[config.mk]
export PLATFORM = sky130hd
export DESIGN_NAME = sng_sched
export DESIGN_NICKNAME = d
export VERILOG_FILES = /design/src/rtl/sng_pkg.sv /design/src/rtl/sng_rr_arbiter.sv /design/src/rtl/sng_sched.sv
export SDC_FILE = /design/constraint.sdc
export NUM_CORES = 1
export LEC_CHECK = 0
export CORE_UTILIZATION = 50
export CTS_BUF_LIST = sky130_fd_sc_hd__clkbuf_4 sky130_fd_sc_hd__clkbuf_8
export CTS_CLUSTER_SIZE = 28
export DETAILED_ROUTE_END_ITERATION = 7
export DONT_BUFFER_PORTS = 1
export HOLD_SLACK_MARGIN = 0.05
export PLACE_DENSITY = 0.69
export SLEW_MARGIN = 0
export SYNTH_ARGS = -nofsm -noshare
export SYNTH_HDL_FRONTEND = slang
export SYNTH_HIERARCHICAL = 1
export SYNTH_SLANG_ARGS = --single-unit
[constraint.sdc]
create_clock -name iClk -period 5.46 [get_ports iClk]
set_input_delay 0.819 -clock iClk [delete_from_list [all_inputs] [get_ports iClk]]
set_output_delay 0.819 -clock iClk [all_outputs]
set_load 0.05 [all_outputs]
[src/rtl/sng_pkg.sv]
// sng_pkg: shared types, widths and arithmetic helpers for the sequential stochastic number
// generator (sng_sched). The quota and Weyl-step functions live here so that the scheduler RTL
// and any checking code use one definition.
//   BITSTREAM : bitstream length T
//   BASE      : first Weyl index (< T)
//   STRIDE    : Weyl stride (< T, coprime with T)
//   QUANT     : input sample width Q, two's complement
package sng_pkg;

  localparam int unsigned BITSTREAM = 64;
  localparam int unsigned BASE      = 2;
  localparam int unsigned STRIDE    = 17;
  localparam int unsigned QUANT     = 8;

  localparam int unsigned IW = $clog2(BITSTREAM);  // bit index width
  localparam int unsigned QW = IW + 1;             // quota width, holds 0..T
  localparam int unsigned PW = QUANT + IW + 1;     // u*T + rounding product width

  typedef enum logic [1:0] {
    StIdle,
    StBuild,
    StDone
  } sng_state_e;

  // s = round(u * T / 2^Q) with u = q + 2^(Q-1) mapped into 0..2^Q-1.
  function automatic logic [QW-1:0] sng_quota(input logic [QUANT-1:0] q);
    logic [QUANT:0] u;
    logic [PW-1:0]  p;
    u = {q[QUANT-1], q} + (QUANT+1)'(2 ** (QUANT - 1));
    p = PW'(u) * PW'(BITSTREAM) + PW'(2 ** (QUANT - 1));
    return QW'(p >> QUANT);
  endfunction

  // (idx + STRIDE) mod T with a single conditional subtract; valid because idx, STRIDE < T.
  function automatic logic [IW-1:0] weyl_next(input logic [IW-1:0] idx);
    logic [IW:0] sum;
    sum = {1'b0, idx} + (IW+1)'(STRIDE);
    if (sum >= (IW+1)'(BITSTREAM)) begin
      sum = sum - (IW+1)'(BITSTREAM);
    end
    return sum[IW-1:0];
  endfunction

endpackage

[src/rtl/sng_rr_arbiter.sv]
// sng_rr_arbiter: combinational rotating-priority arbiter. Grants the first requester at or
// after ptr_i (wrapping modulo NReq).
//   req_i     : per-requester request
//   ptr_i     : highest-priority requester index
//   gnt_o     : one-hot grant, all-zero when nothing requests
//   gnt_idx_o : binary index of the granted requester (0 when none)
module sng_rr_arbiter #(
  parameter int unsigned NReq = 4,
  localparam int unsigned IdW = (NReq > 1) ? $clog2(NReq) : 1
) (
  input  logic [NReq-1:0] req_i,
  input  logic [IdW-1:0]  ptr_i,
  output logic [NReq-1:0] gnt_o,
  output logic [IdW-1:0]  gnt_idx_o
);

  logic        found;
  logic [IdW:0] cand;

  always_comb begin
    gnt_o     = '0;
    gnt_idx_o = '0;
    found     = 1'b0;
    cand      = '0;
    for (int unsigned i = 0; i < NReq; i++) begin
      cand = {1'b0, ptr_i} + (IdW+1)'(i);
      if (cand >= (IdW+1)'(NReq)) begin
        cand = cand - (IdW+1)'(NReq);
      end
      if (!found && req_i[cand[IdW-1:0]]) begin
        found                   = 1'b1;
        gnt_o[cand[IdW-1:0]]    = 1'b1;
        gnt_idx_o               = cand[IdW-1:0];
      end
    end
  end

endmodule

[src/rtl/sng_sched.sv]
// sng_sched: shared sequential stochastic number generator. A round-robin arbiter accepts one
// quantized sample, converts it to a quota s, and a Weyl index engine then sets one bit of the
// bitstream per cycle until s bits are set. The result is held, tagged with the requester ID,
// until the consumer takes it.
//   iClk, iRst_n : clock, asynchronous active-low reset
//   iReqValid    : per-requester sample valid
//   iReqData     : packed samples, requester r at [r*QUANT +: QUANT]
//   oReqReady    : one-hot accept strobe (IDLE only)
//   oValid       : result valid (DONE)
//   iReady       : downstream ready
//   oBitstream   : generated bitstream
//   oId          : requester of the current result
//   oQuota       : latched quota s, present only when SNG_SCHED_QUOTA_OUT_EN is defined
module sng_sched
  import sng_pkg::*;
#(
  parameter int unsigned NREQ = 4,
  localparam int unsigned IdW = (NREQ > 1) ? $clog2(NREQ) : 1
) (
  input  logic                  iClk,
  input  logic                  iRst_n,
  input  logic [NREQ-1:0]       iReqValid,
  input  logic [NREQ*QUANT-1:0] iReqData,
  output logic [NREQ-1:0]       oReqReady,
  output logic                  oValid,
  input  logic                  iReady,
  output logic [BITSTREAM-1:0]  oBitstream,
  output logic [IdW-1:0]        oId
`ifdef SNG_SCHED_QUOTA_OUT_EN
  ,
  output logic [QW-1:0]         oQuota
`endif
);

  sng_state_e           state_q, state_d;
  logic [IdW-1:0]       ptr_q, ptr_d;
  logic [IW-1:0]        idx_q, idx_d;
  logic [QW-1:0]        k_q, k_d;
  logic [QW-1:0]        s_q, s_d;
  logic [BITSTREAM-1:0] bits_q, bits_d;
  logic [IdW-1:0]       id_q, id_d;

  logic [NREQ-1:0]      gnt;
  logic [IdW-1:0]       gnt_idx;
  logic [QUANT-1:0]     q_sel;
  logic [QW-1:0]        s_new;
  logic [IdW:0]         ptr_inc;

  sng_rr_arbiter #(
    .NReq (NREQ)
  ) u_arb (
    .req_i     (iReqValid),
    .ptr_i     (ptr_q),
    .gnt_o     (gnt),
    .gnt_idx_o (gnt_idx)
  );

  assign q_sel   = iReqData[gnt_idx*QUANT +: QUANT];
  assign s_new   = sng_quota(q_sel);
  assign ptr_inc = {1'b0, gnt_idx} + (IdW+1)'(1);

  always_comb begin
    state_d   = state_q;
    ptr_d     = ptr_q;
    idx_d     = idx_q;
    k_d       = k_q;
    s_d       = s_q;
    bits_d    = bits_q;
    id_d      = id_q;
    oReqReady = '0;
    unique case (state_q)
      StIdle: begin
        oReqReady = gnt;
        // A grant is only raised for a valid requester, so any grant is an accept.
        if (|gnt) begin
          s_d    = s_new;
          id_d   = gnt_idx;
          bits_d = '0;
          idx_d  = IW'(BASE);
          k_d    = '0;
          ptr_d  = (ptr_inc >= (IdW+1)'(NREQ)) ? '0 : ptr_inc[IdW-1:0];
          state_d = (s_new == '0) ? StDone : StBuild;
        end
      end
      StBuild: begin
        bits_d[idx_q] = 1'b1;
        k_d           = k_q + QW'(1);
        idx_d         = weyl_next(idx_q);
        if (k_q == s_q - QW'(1)) begin
          state_d = StDone;
        end
      end
      StDone: begin
        if (iReady) begin
          state_d = StIdle;
        end
      end
      default: state_d = StIdle;
    endcase
  end

  always_ff @(posedge iClk or negedge iRst_n) begin
    if (!iRst_n) begin
      state_q <= StIdle;
      ptr_q   <= '0;
      idx_q   <= IW'(BASE);
      k_q     <= '0;
      s_q     <= '0;
      bits_q  <= '0;
      id_q    <= '0;
    end else begin
      state_q <= state_d;
      ptr_q   <= ptr_d;
      idx_q   <= idx_d;
      k_q     <= k_d;
      s_q     <= s_d;
      bits_q  <= bits_d;
      id_q    <= id_d;
    end
  end

  assign oValid     = (state_q == StDone);
  assign oBitstream = bits_q;
  assign oId        = id_q;
`ifdef SNG_SCHED_QUOTA_OUT_EN
  assign oQuota     = s_q;
`endif

endmodule

==> results of run 1 <==
-- flip-flops by register name, indices dropped and copies added, names as in the netlist --
name        cells
oBitstream     64
s_q             7
idx_q           6
oId             2
state_q         2
ptr_q           2
k_q             7
-- cells by family (layout without fill, tap and decap cells) --
family,Yosys count,after routing
XOR/XNOR,17,17
AND/OR/NAND/NOR,189,189
flip-flops,90,90
multiplexers,14,14
adder cells (fa/ha/maj),10,10
buffers and inverters,35,24
AO/OA/AOI/OAI,115,115
-- critical path: cells and delay by family (launching register included) --
family	cells	cell delay, ns
AO/OA/AOI/OAI	3	1.13
XOR/XNOR	1	0.17
AND/OR/NAND/NOR	3	0.58
multiplexers	2	1.07
adder cells (fa/ha/maj)	2	0.69
buffers and inverters	1	0.16
flip-flops	1	0.67
-- layer usage --
metal  track usage, %  part of all wire, %  vias up
li1                 -                    -     1603
met1            29.72                   45     1649
met2            35.27                   48       78
met3            6.619                  5.8       10
met4            6.109                  1.1        0
met5                0                    0        -
-- per-stage QoR --
step | std cells | cell area (um2) | util, % | setup WS (ns) | hold slack [ns]
2_1_floorplan | 470 | 4533 | - | 1.669 | 0.4735
3_3_place_gp | 551 | 4571 | 52.16 | 0.9840 | 0.5217
3_5_place_dp | 551 | 4571 | 52.16 | 0.8685 | 0.5263
4_1_cts | 567 | 4765 | 54.37 | 0.8437 | 0.1359
5_1_grt | 567 | 4765 | 54.37 | 0.4660 | 0.1244
6_report | 567 | 4765 | 54.37 | 0.8444 | 0.1547
-- cell usage after synthesis, drive strengths merged, types with 9 or more instances --
library cell,instances
a21oi,71
nor2,83
mux4,11
ha,10
clkbuf,23
nand2,40
o21ai,19
dfrtp,89
nor3,9
xor2,10
and2,11
nor2b,9
-- final timing paths --
kind	startpoint	end	slack, ns	cells after the start
setup / recovery	ptr_q[0]	state_q[0]	0.84	12
hold / removal	iRst_n	s_q[5]	0.15	0
hold reg to reg	s_q[5]	s_q[5]	0.55	2
max in group asynchronous	iRst_n	idx_q[1]	5.07	0
setup reg to reg	ptr_q[0]	state_q[0]	0.84	12
min in group iClk	s_q[5]	s_q[5]	0.55	2
-- layout make-up --
class	instances	area share (%)
Tap cell	108	2.836
Timing Repair Buffer	3	0.4727
Inverter	5	0.3939
Clock buffer	10	2.889
Sequential cell	90	47.30
Multi-Input combinational cell	345	44.93
Clock inverter	6	1.182
==> run metrics, run 1 <==
Syn Nets=519; CTS tree=yes; clock root buffer=clkbuf_8; Worst Path Required=5.66 ns; largest family of logic cells by synthesized area=simple AND/OR/NAND/NOR gates; I/O Pins=110; DRC Markers=0; max cap viols=0; post-synthesis register bit count=90; post-DP HPWL=7101 um; sequential share of the synthesized area=49.71%; crit-path max FO=13; Setup crit start kind=register; pin count of the biggest net entering global routing=91; Initial Util=51.73%; ANT cells=0; critical path endpoint category=register; Final Max Tran Viols=0; Crit-path slowest cell=o31ai_2; top cells by area, synth=dfrtp_1 (49%), a21oi_1 (7.8%), nor2_1 (6.9%), mux4_2 (5.5%), nand2_1 (3.3%); worst skew pair latency=0.36 ns; buffers added on ports=0; fillers=817; Hold WC Path Type=in -> async; # setup viols final=0; iteration-0 DRC count of the detailed router=216; Hold Fails Final Rpt=0; dominant synthesized flop cell=dfrtp_1; wire per inst=18.00 um; Die X-Extent=97.22 um; # resized after CTS=0; Routed Wire Length=10,210 um; Vias/cell=5.891; core area=8763 um2; clk_skew=0.01288 ns; max_slew headroom=25.94%; Total GRT Usage=22.18%; Post-synth ARST share=100.0%; grt ovf=0; Compound-Gate Fraction of Synth Area=14.60%; RSZ-0062 raised after global routing=no; simple-gate area share of the yosys netlist=20.20%; vias after detailed routing=3,340; nets@finish=503; Least-Margin Pin Slew=1.104 ns; cts hold-fix bufs=0; Max Buffers Root-to-Sink=2; synthesized instance count=470; fin crit share=84.54%; Die Area=9451 um2; multi-input logic area=2141 um2; global-route wire length before repair=16,860 um; Post-synth EDFFs=0; number of global-route vias before repair=3,233; delay of the slowest cell on the worst path=0.88 ns; Post-CTS Setup Repair Bufs=0; commonest non-fill, non-tap cell in the layout=dfrtp_1; layout cell share with drive strength beyond 1=8.932%; Post-Syn Area=4533 um2; clk slew on worst S/H paths=0.09 ns; status=finished, final reports clean; Register Area=2253 um2; CTS Buf Count=9; area grow syn2layout=5.106%; CP arrival=4.81 ns; Synth Area in Adders=2.760%; Setup Crit Path Kind=reg -> reg; setup TNS=0 ns; Avg Synthesized Cell Area=9.645 um2; Post-Synth XOR/XNOR Area=3.285%; remaining antenna violation count=0; die height=97.22 um; commonest cells after routing, fill and taps aside=dfrtp_1 (89), nor2_1 (83), a21oi_1 (71), nand2_1 (40), o21ai_0 (13); post-synthesis mux area share=6.155%; initial antenna violation count=0; H-tree depth=3; First-pass DRT Iterations=4; critical path cell sequence=inv_1, ha_1, mux4_2, nor2_1, o31ai_2, mux4_2, ha_1, and2_1, xor2_1, a31oi_2, nor4b_2, o22ai_1; Min Clock Period, post-route=4.616 ns; Unique masters post-synth=50; area leader, netlist=dfrtp_1; Fmax=0.2167 GHz; Yosys top cell area share=49.13%; TritonCTS Sinks=90; synth warn=6; Site Rows=34; gp weighted congestion=0.8246
Power of run 1 is not shown: default switching activity piles up to over one toggle a cycle in this logic, so the estimate is an artifact.
==> run 2, diff against run 1 <==
==> constraint.sdc (replaced) <==
create_clock -name iClk -period 4.8 [get_ports iClk]
set_input_delay 0.72 -clock iClk [delete_from_list [all_inputs] [get_ports iClk]]
set_output_delay 0.72 -clock iClk [all_outputs]
set_load 0.05 [all_outputs]
==> run 2 against run 1 <==
  * Non-clock buffer count is 5 higher
  * Fmax is 12% higher
  * Die area stayed put
  * Highest routed layer unchanged
==> run metrics, run 2 (same netlist as run 1, synthesis figures left out) <==
Max Buffers Root-to-Sink=2; area grow syn2layout=6.348%; CTS Buf Count=9; wire per inst=18.41 um; max_slew headroom=28.71%; First-pass DRT Iterations=5; Die X-Extent=97.22 um; clk slew on worst S/H paths=0.10 ns; Placed Cells=554; commonest cells after routing, fill and taps aside=dfrtp_1 (89), nor2_1 (83), a21oi_1 (71), nand2_1 (40), o21ai_0 (13); Worst Reg-to-Reg Cells=12; Final Max Tran Viols=0; I/O Pins=110; DRC Markers=0; nets@finish=508; Hold Fails Final Rpt=0; Hold WC Path Type=in -> async; non-filler instance count after layout=572; die height=97.22 um; Fmax=0.2425 GHz; RSZ-0062 raised after global routing=no; vias after detailed routing=3,445; Setup crit start kind=register; max FFs per register=64; Min Clock Period, post-route=4.123 ns; global-route wire length before repair=17,270 um; ANT cells=0; layout cell share with drive strength beyond 1=9.698%; crit-path max FO=10; clk_skew=0.01439 ns; clock root buffer=clkbuf_8; fillers=761; critical path endpoint category=register; H-tree depth=3; fin crit share=85.89%; commonest non-fill, non-tap cell in the layout=dfrtp_1; status=finished, final reports clean; initial antenna violation count=0; CP arrival=4.32 ns; TritonCTS Sinks=90; setup TNS=0 ns; gp weighted congestion=0.8080; worst skew pair latency=0.36 ns; Worst Path Required=5.00 ns; buffers added on ports=0; remaining antenna violation count=0; # setup viols final=0; Vias/cell=6.023; Setup Crit Path Kind=reg -> reg; Site Rows=34; grt ovf=0; Post-CTS Setup Repair Bufs=0; Routed Wire Length=10,530 um; core area=8763 um2; iteration-0 DRC count of the detailed router=179; post-DP HPWL=7137 um; number of global-route vias before repair=3,233; CTS tree=yes; Die Area=9451 um2; Total GRT Usage=22.69%; pin count of the biggest net entering global routing=82; Initial Util=51.73%; Least-Margin Pin Slew=1.067 ns; max cap viols=0
[run 2: changes by cell type in the layout (fill, tap and decap cells not counted), sizes merged]
cell	change
buf	+4
clkbuf	-1
clkinv	-1
inv	+1
clkinvlp	+1
dlygate4sd3	+1
[run 2: final cells by class]
cell class / instances / area (um2) / share of cell area (%)
Timing Repair Buffer: 8 / 82.58 / 1.713
Multi-Input combinational cell: 345 / 2141 / 44.41
Clock inverter: 7 / 66.31 / 1.376
Clock buffer: 9 / 123.9 / 2.569
Tap cell: 108 / 135.1 / 2.803
Sequential cell: 90 / 2253 / 46.74
Inverter: 5 / 18.77 / 0.3893
[run 2: worst max-delay path: stages (launching register included)]
cell	delay [ns]
dfrtp_1	0.58
inv_1	0.16
ha_1	0.44
mux4_2	0.38
nor2_1	0.09
o31ai_2	0.52
mux4_2	0.62
ha_1	0.26
and2_1	0.18
xor2_1	0.19
a31oi_2	0.13
nor4b_2	0.28
o22ai_1	0.13
[run 2: worst paths after layout]
kind / start / endpoint / slack [ns]
worst min-delay path: iRst_n / idx_q[1] / 0.20
max in group asynchronous: iRst_n / oBitstream[22] / 3.73
min in group iClk: s_q[5] / s_q[5] / 0.55
worst max-delay path: ptr_q[1] / state_q[0] / 0.68
worst max register to register: ptr_q[1] / state_q[0] / 0.68
worst min register to register: s_q[5] / s_q[5] / 0.55
[run 2: stage by stage]
step	util (%)	setup WS, ns	hold slack [ns]	cell area (um2)
3_3_place_gp	52.41	0.8105	0.4282	4593
3_5_place_dp	52.41	0.6885	0.4274	4593
6_report	55.01	0.6771	0.2023	4821
5_1_grt	55.01	0.3678	0.1792	4821
2_1_floorplan	-	1.070	0.4244	4533
4_1_cts	55.01	0.6809	0.1874	4821
[run 2: per-layer routing]
layer	up-vias	share of wire (%)	global-route usage (%)
li1	1611	-	-
met1	1720	44	31.06
met2	100	48	35.27
met3	14	6.5	5.683
met4	0	1.9	8.258
met5	-	0	0
[run 2: what timing repair did]
action / 4_1_cts / 5_1_grt
hold endpoints to repair: 81 / 0
resized for setup: 0 / 0
hold buffers: 2 / 0
Power of run 2 is left out for the same reason.
